### src/rtl/cam_buf_pkg.sv
// Shared defaults and capture state encoding for the frame buffer controller.
package cam_buf_pkg;

    localparam int DEF_AW           = 17;
    localparam int DEF_DW           = 16;
    localparam int DEF_FRAME_PIXELS = 76800;  // 320 x 240

    typedef enum logic [1:0] {
        ST_IDLE    = 2'd0,
        ST_ARMED   = 2'd1,
        ST_CAPTURE = 2'd2,
        ST_DONE    = 2'd3
    } cap_state_t;

endpackage

### src/rtl/frame_buffer_ctrl_if.sv
// Frame RAM bus: one registered write port and one single-cycle-latency read port.
interface frame_buffer_ctrl_if
    import cam_buf_pkg::*;
#(
    parameter int AW = DEF_AW,
    parameter int DW = DEF_DW
);
    logic [AW-1:0] ram_addr_in;
    logic [DW-1:0] ram_data_in;
    logic          ram_regwrite;
    logic [AW-1:0] ram_addr_out;
    logic          ram_regread;
    logic [DW-1:0] ram_data_out;

    // Controller side drives addresses/strobes, RAM side returns read data.
    modport master (
        output ram_addr_in, ram_data_in, ram_regwrite,
        output ram_addr_out, ram_regread,
        input  ram_data_out
    );

    modport slave (
        input  ram_addr_in, ram_data_in, ram_regwrite,
        input  ram_addr_out, ram_regread,
        output ram_data_out
    );
endinterface

### src/rtl/fb_rd_arbiter.sv
// Read-port arbiter: display has strict priority, host is locked out while a
// capture is in progress. Valids trail the grant by the one-cycle RAM latency.
module fb_rd_arbiter
    import cam_buf_pkg::*;
#(
    parameter int AW = DEF_AW,
    parameter int DW = DEF_DW
) (
    input  logic          clk,
    input  logic          rst,
    input  logic          cap_busy,
    input  logic          disp_req,
    input  logic [AW-1:0] disp_addr,
    input  logic          host_req,
    input  logic [AW-1:0] host_addr,
    input  logic [DW-1:0] ram_data_out,
    output logic [AW-1:0] ram_addr_out,
    output logic          ram_regread,
    output logic          host_gnt,
    output logic          disp_valid,
    output logic [DW-1:0] disp_data,
    output logic          host_valid,
    output logic [DW-1:0] host_data
);
    logic          disp_gnt;
    logic [AW-1:0] addr_hold;

    // Grants are combinational so a request is serviced in its own cycle;
    // rst masks them so every output reads zero while reset is held.
    assign disp_gnt     = disp_req & ~rst;
    assign host_gnt     = host_req & ~disp_req & ~cap_busy & ~rst;
    assign ram_regread  = disp_gnt | host_gnt;
    assign ram_addr_out = disp_gnt ? disp_addr :
                          host_gnt ? host_addr : addr_hold;

    // Data is only passed through while its valid is high, zero otherwise.
    assign disp_data = disp_valid ? ram_data_out : '0;
    assign host_data = host_valid ? ram_data_out : '0;

    // Remember the last driven address and delay grants to line up with RAM data.
    always_ff @(posedge clk) begin
        if (rst) begin
            addr_hold  <= '0;
            disp_valid <= 1'b0;
            host_valid <= 1'b0;
        end else begin
            addr_hold  <= ram_addr_out;
            disp_valid <= disp_gnt;
            host_valid <= host_gnt;
        end
    end

endmodule

### src/rtl/frame_buffer_ctrl.sv
// Camera frame capture into RAM plus shared read access for display and host.
module frame_buffer_ctrl
    import cam_buf_pkg::*;
#(
    parameter int AW           = DEF_AW,
    parameter int DW           = DEF_DW,
    parameter int FRAME_PIXELS = DEF_FRAME_PIXELS
) (
    input  logic                clk,
    input  logic                rst,
    input  logic                cap_start,
    input  logic                cam_vsync,
    input  logic                cam_pix_valid,
    input  logic [DW-1:0]       cam_pix_data,
    output logic                cap_busy,
    output logic                cap_done,
    output logic                cap_err,
    frame_buffer_ctrl_if.master ram,
    input  logic                disp_req,
    input  logic [AW-1:0]       disp_addr,
    output logic                disp_valid,
    output logic [DW-1:0]       disp_data,
    input  logic                host_req,
    input  logic [AW-1:0]       host_addr,
    output logic                host_gnt,
    output logic                host_valid,
    output logic [DW-1:0]       host_data
);
    cap_state_t    state;
    logic          vsync_q;
    logic [AW-1:0] wr_addr;
    logic          wr_en;
    logic [AW-1:0] wr_addr_q;
    logic [DW-1:0] wr_data_q;
    logic          vsync_rise;
    logic          restart;
    logic [AW-1:0] cur_addr;
    logic          last_pix;
    logic [AW-1:0] rd_addr;
    logic          rd_en;

    assign vsync_rise = cam_vsync & ~vsync_q;
    // A vsync edge mid-frame restarts at 0; a pixel in that same cycle is
    // treated as the first pixel of the new frame.
    assign restart    = (state == ST_CAPTURE) && vsync_rise;
    assign cur_addr   = restart ? '0 : wr_addr;
    assign last_pix   = (cur_addr == AW'(FRAME_PIXELS - 1));

    assign ram.ram_regwrite = wr_en;
    assign ram.ram_addr_in  = wr_addr_q;
    assign ram.ram_data_in  = wr_data_q;
    assign ram.ram_addr_out = rd_addr;
    assign ram.ram_regread  = rd_en;

    // Capture FSM with registered status and write-port outputs.
    always_ff @(posedge clk) begin
        if (rst) begin
            state     <= ST_IDLE;
            vsync_q   <= 1'b0;
            wr_addr   <= '0;
            wr_en     <= 1'b0;
            wr_addr_q <= '0;
            wr_data_q <= '0;
            cap_busy  <= 1'b0;
            cap_done  <= 1'b0;
            cap_err   <= 1'b0;
        end else begin
            vsync_q  <= cam_vsync;
            wr_en    <= 1'b0;
            cap_done <= 1'b0;
            case (state)
                ST_IDLE: begin
                    if (cap_start) begin
                        state    <= ST_ARMED;
                        cap_busy <= 1'b1;
                        cap_err  <= 1'b0;
                    end
                end
                ST_ARMED: begin
                    if (vsync_rise) begin
                        state   <= ST_CAPTURE;
                        wr_addr <= '0;
                    end
                end
                ST_CAPTURE: begin
                    if (restart) begin
                        cap_err <= 1'b1;
                        wr_addr <= '0;
                    end
                    if (cam_pix_valid) begin
                        wr_en     <= 1'b1;
                        wr_addr_q <= cur_addr;
                        wr_data_q <= cam_pix_data;
                        if (last_pix) begin
                            state    <= ST_DONE;
                            cap_busy <= 1'b0;
                        end else begin
                            wr_addr <= cur_addr + 1'b1;
                        end
                    end
                end
                ST_DONE: begin
                    cap_done <= 1'b1;
                    state    <= ST_IDLE;
                end
                default: state <= ST_IDLE;
            endcase
        end
    end

    fb_rd_arbiter #(
        .AW (AW),
        .DW (DW)
    ) u_rd_arbiter (
        .clk          (clk),
        .rst          (rst),
        .cap_busy     (cap_busy),
        .disp_req     (disp_req),
        .disp_addr    (disp_addr),
        .host_req     (host_req),
        .host_addr    (host_addr),
        .ram_data_out (ram.ram_data_out),
        .ram_addr_out (rd_addr),
        .ram_regread  (rd_en),
        .host_gnt     (host_gnt),
        .disp_valid   (disp_valid),
        .disp_data    (disp_data),
        .host_valid   (host_valid),
        .host_data    (host_data)
    );

endmodule

### src/flat_wrapper.sv
// flat-port wrapper written by rule: the top's interface ports become plain ports
module frame_buffer_ctrl_flat import cam_buf_pkg::*;
#(
    parameter int AW           = DEF_AW,
    parameter int DW           = DEF_DW,
    parameter int FRAME_PIXELS = DEF_FRAME_PIXELS
)
  (clk, rst, cap_start, cam_vsync, cam_pix_valid, cam_pix_data, cap_busy, cap_done, cap_err, disp_req, disp_addr, disp_valid, disp_data, host_req, host_addr, host_gnt, host_valid, host_data, ram_ram_addr_in, ram_ram_data_in, ram_ram_regwrite, ram_ram_addr_out, ram_ram_regread, ram_ram_data_out);
  frame_buffer_ctrl_if #(.AW(AW), .DW(DW)) ram_i ();
  input  logic clk;
  input  logic rst;
  input  logic cap_start;
  input  logic cam_vsync;
  input  logic cam_pix_valid;
  input  logic [DW-1:0] cam_pix_data;
  output logic cap_busy;
  output logic cap_done;
  output logic cap_err;
  input  logic disp_req;
  input  logic [AW-1:0] disp_addr;
  output logic disp_valid;
  output logic [DW-1:0] disp_data;
  input  logic host_req;
  input  logic [AW-1:0] host_addr;
  output logic host_gnt;
  output logic host_valid;
  output logic [DW-1:0] host_data;
  output wire logic [$bits(ram_i.ram_addr_in)-1:0] ram_ram_addr_in;
  output wire logic [$bits(ram_i.ram_data_in)-1:0] ram_ram_data_in;
  output wire logic [$bits(ram_i.ram_regwrite)-1:0] ram_ram_regwrite;
  output wire logic [$bits(ram_i.ram_addr_out)-1:0] ram_ram_addr_out;
  output wire logic [$bits(ram_i.ram_regread)-1:0] ram_ram_regread;
  input wire logic [$bits(ram_i.ram_data_out)-1:0] ram_ram_data_out;
  assign ram_ram_addr_in = ram_i.ram_addr_in;
  assign ram_ram_data_in = ram_i.ram_data_in;
  assign ram_ram_regwrite = ram_i.ram_regwrite;
  assign ram_ram_addr_out = ram_i.ram_addr_out;
  assign ram_ram_regread = ram_i.ram_regread;
  assign ram_i.ram_data_out = ram_ram_data_out;
  frame_buffer_ctrl #(.AW(AW), .DW(DW), .FRAME_PIXELS(FRAME_PIXELS)) u_core (.clk(clk), .rst(rst), .cap_start(cap_start), .cam_vsync(cam_vsync), .cam_pix_valid(cam_pix_valid), .cam_pix_data(cam_pix_data), .cap_busy(cap_busy), .cap_done(cap_done), .cap_err(cap_err), .ram(ram_i), .disp_req(disp_req), .disp_addr(disp_addr), .disp_valid(disp_valid), .disp_data(disp_data), .host_req(host_req), .host_addr(host_addr), .host_gnt(host_gnt), .host_valid(host_valid), .host_data(host_data));
endmodule
### config.mk
export PLATFORM = sky130hd
export DESIGN_NAME = frame_buffer_ctrl_flat
export DESIGN_NICKNAME = d
export VERILOG_FILES = /design/src/rtl/cam_buf_pkg.sv /design/src/rtl/frame_buffer_ctrl_if.sv /design/src/rtl/fb_rd_arbiter.sv /design/src/rtl/frame_buffer_ctrl.sv /design/src/flat_wrapper.sv
export SDC_FILE = /design/constraint.sdc
export NUM_CORES = 1
export LEC_CHECK = 0
export ABC_AREA = 1
export CAP_MARGIN = 20
export CORE_MARGIN = 10
export CORE_UTILIZATION = 35
export DETAILED_ROUTE_END_ITERATION = 16
export GPL_TIMING_DRIVEN = 0
export PLACE_DENSITY_LB_ADDON = 0.05
export SLEW_MARGIN = 25
export SYNTH_ARGS = -nofsm -noshare
export SYNTH_HDL_FRONTEND = slang
export SYNTH_SLANG_ARGS = --single-unit
### constraint.sdc
create_clock -name clk -period 1.7 [get_ports clk]
set_input_delay 0.17 -clock clk [delete_from_list [all_inputs] [get_ports clk]]
set_output_delay 0.17 -clock clk [all_outputs]
set_load 0.02 [all_outputs]
==> impl_metrics.ini <==
[outcome]
outcome = complete, but fails checks
violations = negative setup slack

[global_routing]
grt_max_degree = 15
overflow = 0
grt_pass1_wl_mm = 23.73
antenna_found_initial = 0
first_global_vias = 4228
grt.total_usage_pct = 18.43

[die]
initial_core_util_pct = 35.77
fp.coreArea_sq_um = 10840
die_w_um = 125.3
ioPinCount = 163
rows = 38
die_h_um = 125.3
dieArea_sq_um = 15690

[worst_setup_path]
reg2reg_slack_ps = -240
crit_path_start_kind = register
cp-startpoint = u_core.state[0]$_SDFFE_PP0P_
ff2ff_path_depth = 12
cp_slowest_stage_delay_ps = 350
cp_cell_sequence = inv_2 > ha_4 > nand3_4 > buf_6 > nand3_4 > nor2_4 > nand4_4 > buf_6 > nand3_4 > nand2_2 > nand3_2 > a21oi_2
cpMaxStageDelayCell = dfxtp_2
r2r-end = u_core.wr_addr[4]$_SDFFE_PP0P_
crit_top_cell = nand3_4
cpLargestDelayFamily = simple AND/OR/NAND/NOR gates
worstSetupPathType = reg -> reg
path_buf_inv = 3
rr_startpoint = u_core.state[0]$_SDFFE_PP0P_
cp.required_ps = 1930
end_kind = register
cp.arrival_ps = 2170
worstPathMaxFanout = 8

[cts]
cts_tree = built
cts_buffers = 9
cts_buffer_depth = 2
cts_htree_levels = 3
path_clk_slew_ps = 80
cts_root_buffer = clkbuf_8
cts_sinks = 76
hold_buffers = 0
clock_latency_ps = 350

[synthesis]
async_flop_share_pct = 0
synth_cell_types = 35
syn_area_sq_um = 3877
synth_edf_count = 0
synth_nets = 652
synth-main-ff-cell = dfxtp_1
syn_area_per_cell_sq_um = 6.743
netlist_instances = 575
yosys_warnings = 0
ys_ff_latch = 76
ys_seq_area_share_pct = 39.24

[sta]
period_needed_ps = 1943
worstMarginPinSlew_ps = 592.2
setup_violations = 42
maxSlewHeadroom_pct = 60.52
hold_viol = 0
setup_slack_ps = -243.1
skew_ps = 14.82
max_freq_mhz = 514.6
fin_hold_ws_ps = 96.54
fin_crit_sh_pct = 114.3
rsz0062_at_grt = true
final_max_slew_viol_count = 0

[cells_and_area]
most-common-layout-cells = clkdlybuf4s50_1, nand2_1, dfxtp_1, inv_1, nor2_1
drive_gt1_share_pct = 30.63
nFillCells = 1004
design_area_sq_um = 6813
n_antenna_cell = 0
nets = 849
syn_to_final_growth_pct = 75.70
final_common_cell = clkdlybuf4s50_1

[route]
routed_via_density = 5.012
drc_errors = 0
vias = 4596
met1Wirelength_mm = 6.855
wire_per_inst_um = 17.38
top_layer = met4
final_antenna_net_count = 0
route.met3.wl_mm = 1.031
dr.pass1.iters = 5
dr_wl_met2_mm = 7.936
routed_wl_mm = 15.94
first_iter_violations = 310

[power]
p_leak_nw = 2.995
vdd_ir_drop_max_mv = 0.6202
switchingPower_w = 0.002312
sw_frac_of_total_pct = 37.18
comb_power_share_pct = 41.5
intPower_w = 0.003907
p_per_area_nw_per_um2 = 912.9
power_w = 0.006219
p_seq_share_pct = 35.1
clkPwrFrac_pct = 23.5

[placed_design]
place.gp.congestion = 0.8824
dpl.hpwl_mm = 11.56
io_buffers = 160
place_area_sq_um = 5683

[min_path]
hp-class = in -> reg
min_to = u_core.state[0]$_SDFFE_PP0P_
hp-start = rst
min_path_cells = 2

[run]
cap_violations = 0
-- logic make-up (layout without fill, tap and decap cells) --
kind of cell | after synthesis | after routing | share of synthesized area, %
simple gates | 282 | 282 | 33.62
compound gates | 115 | 115 | 15.20
buf+inv | 98 | 300 | 10.65
flops | 76 | 76 | 39.24
fa+ha+maj | 4 | 4 | 1.291
-- final cells by class --
cell class              count  area, sq um  share of cell area, %
plain buffers              31        234.0                  3.434
repair buffers            187         1878                  27.57
multi-input cells         401         2539                  37.26
well taps                 140        175.2                  2.571
inverters                  66        255.2                  3.747
clock buffers              10        137.6                  2.020
flip-flops and latches     76         1525                  22.39
clock inverters             6        68.82                  1.010
-- how the worst max path moves through the flow --
stage               cells past startpoint                        endpoint
global route                           12  u_core.wr_addr[4]$_SDFFE_PP0P_
global placement                        9            ram_ram_addr_out[15]
floorplan                              12    u_core.state[1]$_SDFFE_PP0P_
CTS                                     8            ram_ram_addr_out[15]
detailed placement                     10             ram_ram_addr_out[8]
finish                                 12  u_core.wr_addr[4]$_SDFFE_PP0P_
-- cells in the mapped netlist (2+ instances only) --
| library cell | instances | area, sq um |
|---|---|---|
| a21oi_1 | 46 | 230.2 |
| and2_1 | 14 | 87.58 |
| buf_2 | 8 | 40.04 |
| buf_6 | 2 | 22.52 |
| clkbuf_1 | 20 | 75.07 |
| dfxtp_1 | 76 | 1521 |
| ha_1 | 4 | 50.05 |
| inv_1 | 64 | 240.2 |
| nand2_1 | 128 | 480.5 |
| nand2_4 | 2 | 22.52 |
| nand3_1 | 47 | 235.2 |
| nand3_2 | 4 | 40.04 |
| nand3b_1 | 3 | 22.52 |
| nand4_1 | 3 | 18.77 |
| nor2_1 | 68 | 255.2 |
| nor2_2 | 3 | 18.77 |
| nor2_4 | 2 | 22.52 |
| o211ai_1 | 2 | 15.01 |
| o21ai_0 | 62 | 310.3 |
| o21ai_1 | 2 | 10.01 |
-- metal layers --
| metal | global-route usage (%) | vias to the layer above |
|---|---|---|
| met3 | 4.689 | 10 |
| met2 | 30.42 | 169 |
| li1 | - | 2242 |
| met5 | 0 | - |
| met1 | 23.44 | 2175 |
| met4 | 4.539 | 0 |
-- power by group through the flow --
stage               clock network, W  registers [W]  logic [W]
finish                       0.00146        0.00218    0.00258
global route                 0.00159        0.00221    0.00277
CTS                          0.00150        0.00216    0.00230
detailed placement                 0        0.00220    0.00215
global placement                   0        0.00219    0.00213
floorplan                          0        0.00240   0.000955
-- sequential cells by signal (all words and copies together), names as in the netlist --
name                            count
u_core.wr_addr                     17
u_core.u_rd_arbiter.disp_valid      1
u_core.vsync_q                      1
u_core.u_rd_arbiter.host_valid      1
u_core.ram.ram_data_in             16
u_core.ram.ram_addr_in             17
u_core.cap_busy                     1
u_core.u_rd_arbiter.addr_hold      17
u_core.state                        2
u_core.cap_done                     1
u_core.cap_err                      1
u_core.ram.ram_regwrite             1
-- timing repair --
action,4_1_cts,5_1_grt
endpoints found under the hold margin,0,0
cloned,2,3
buffers inserted,12,11
endpoints found under the setup margin,104,89
pin swaps,18,42
gates resized for setup,252,147
-- stage by stage --
step,utilization (%),TNS (ps),setup slack (ps),std cells
after floorplan,-,-62.11,-30.64,575
after global placement,52.42,-23350,-664.6,875
after detailed placement,52.42,-25270,-726.8,875
after CTS,57.53,-1435,-122.3,904
after global routing,62.85,-8022,-330.6,917
final,62.85,-3174,-243.1,917
Note: power is estimated with default switching activity, not from simulation.
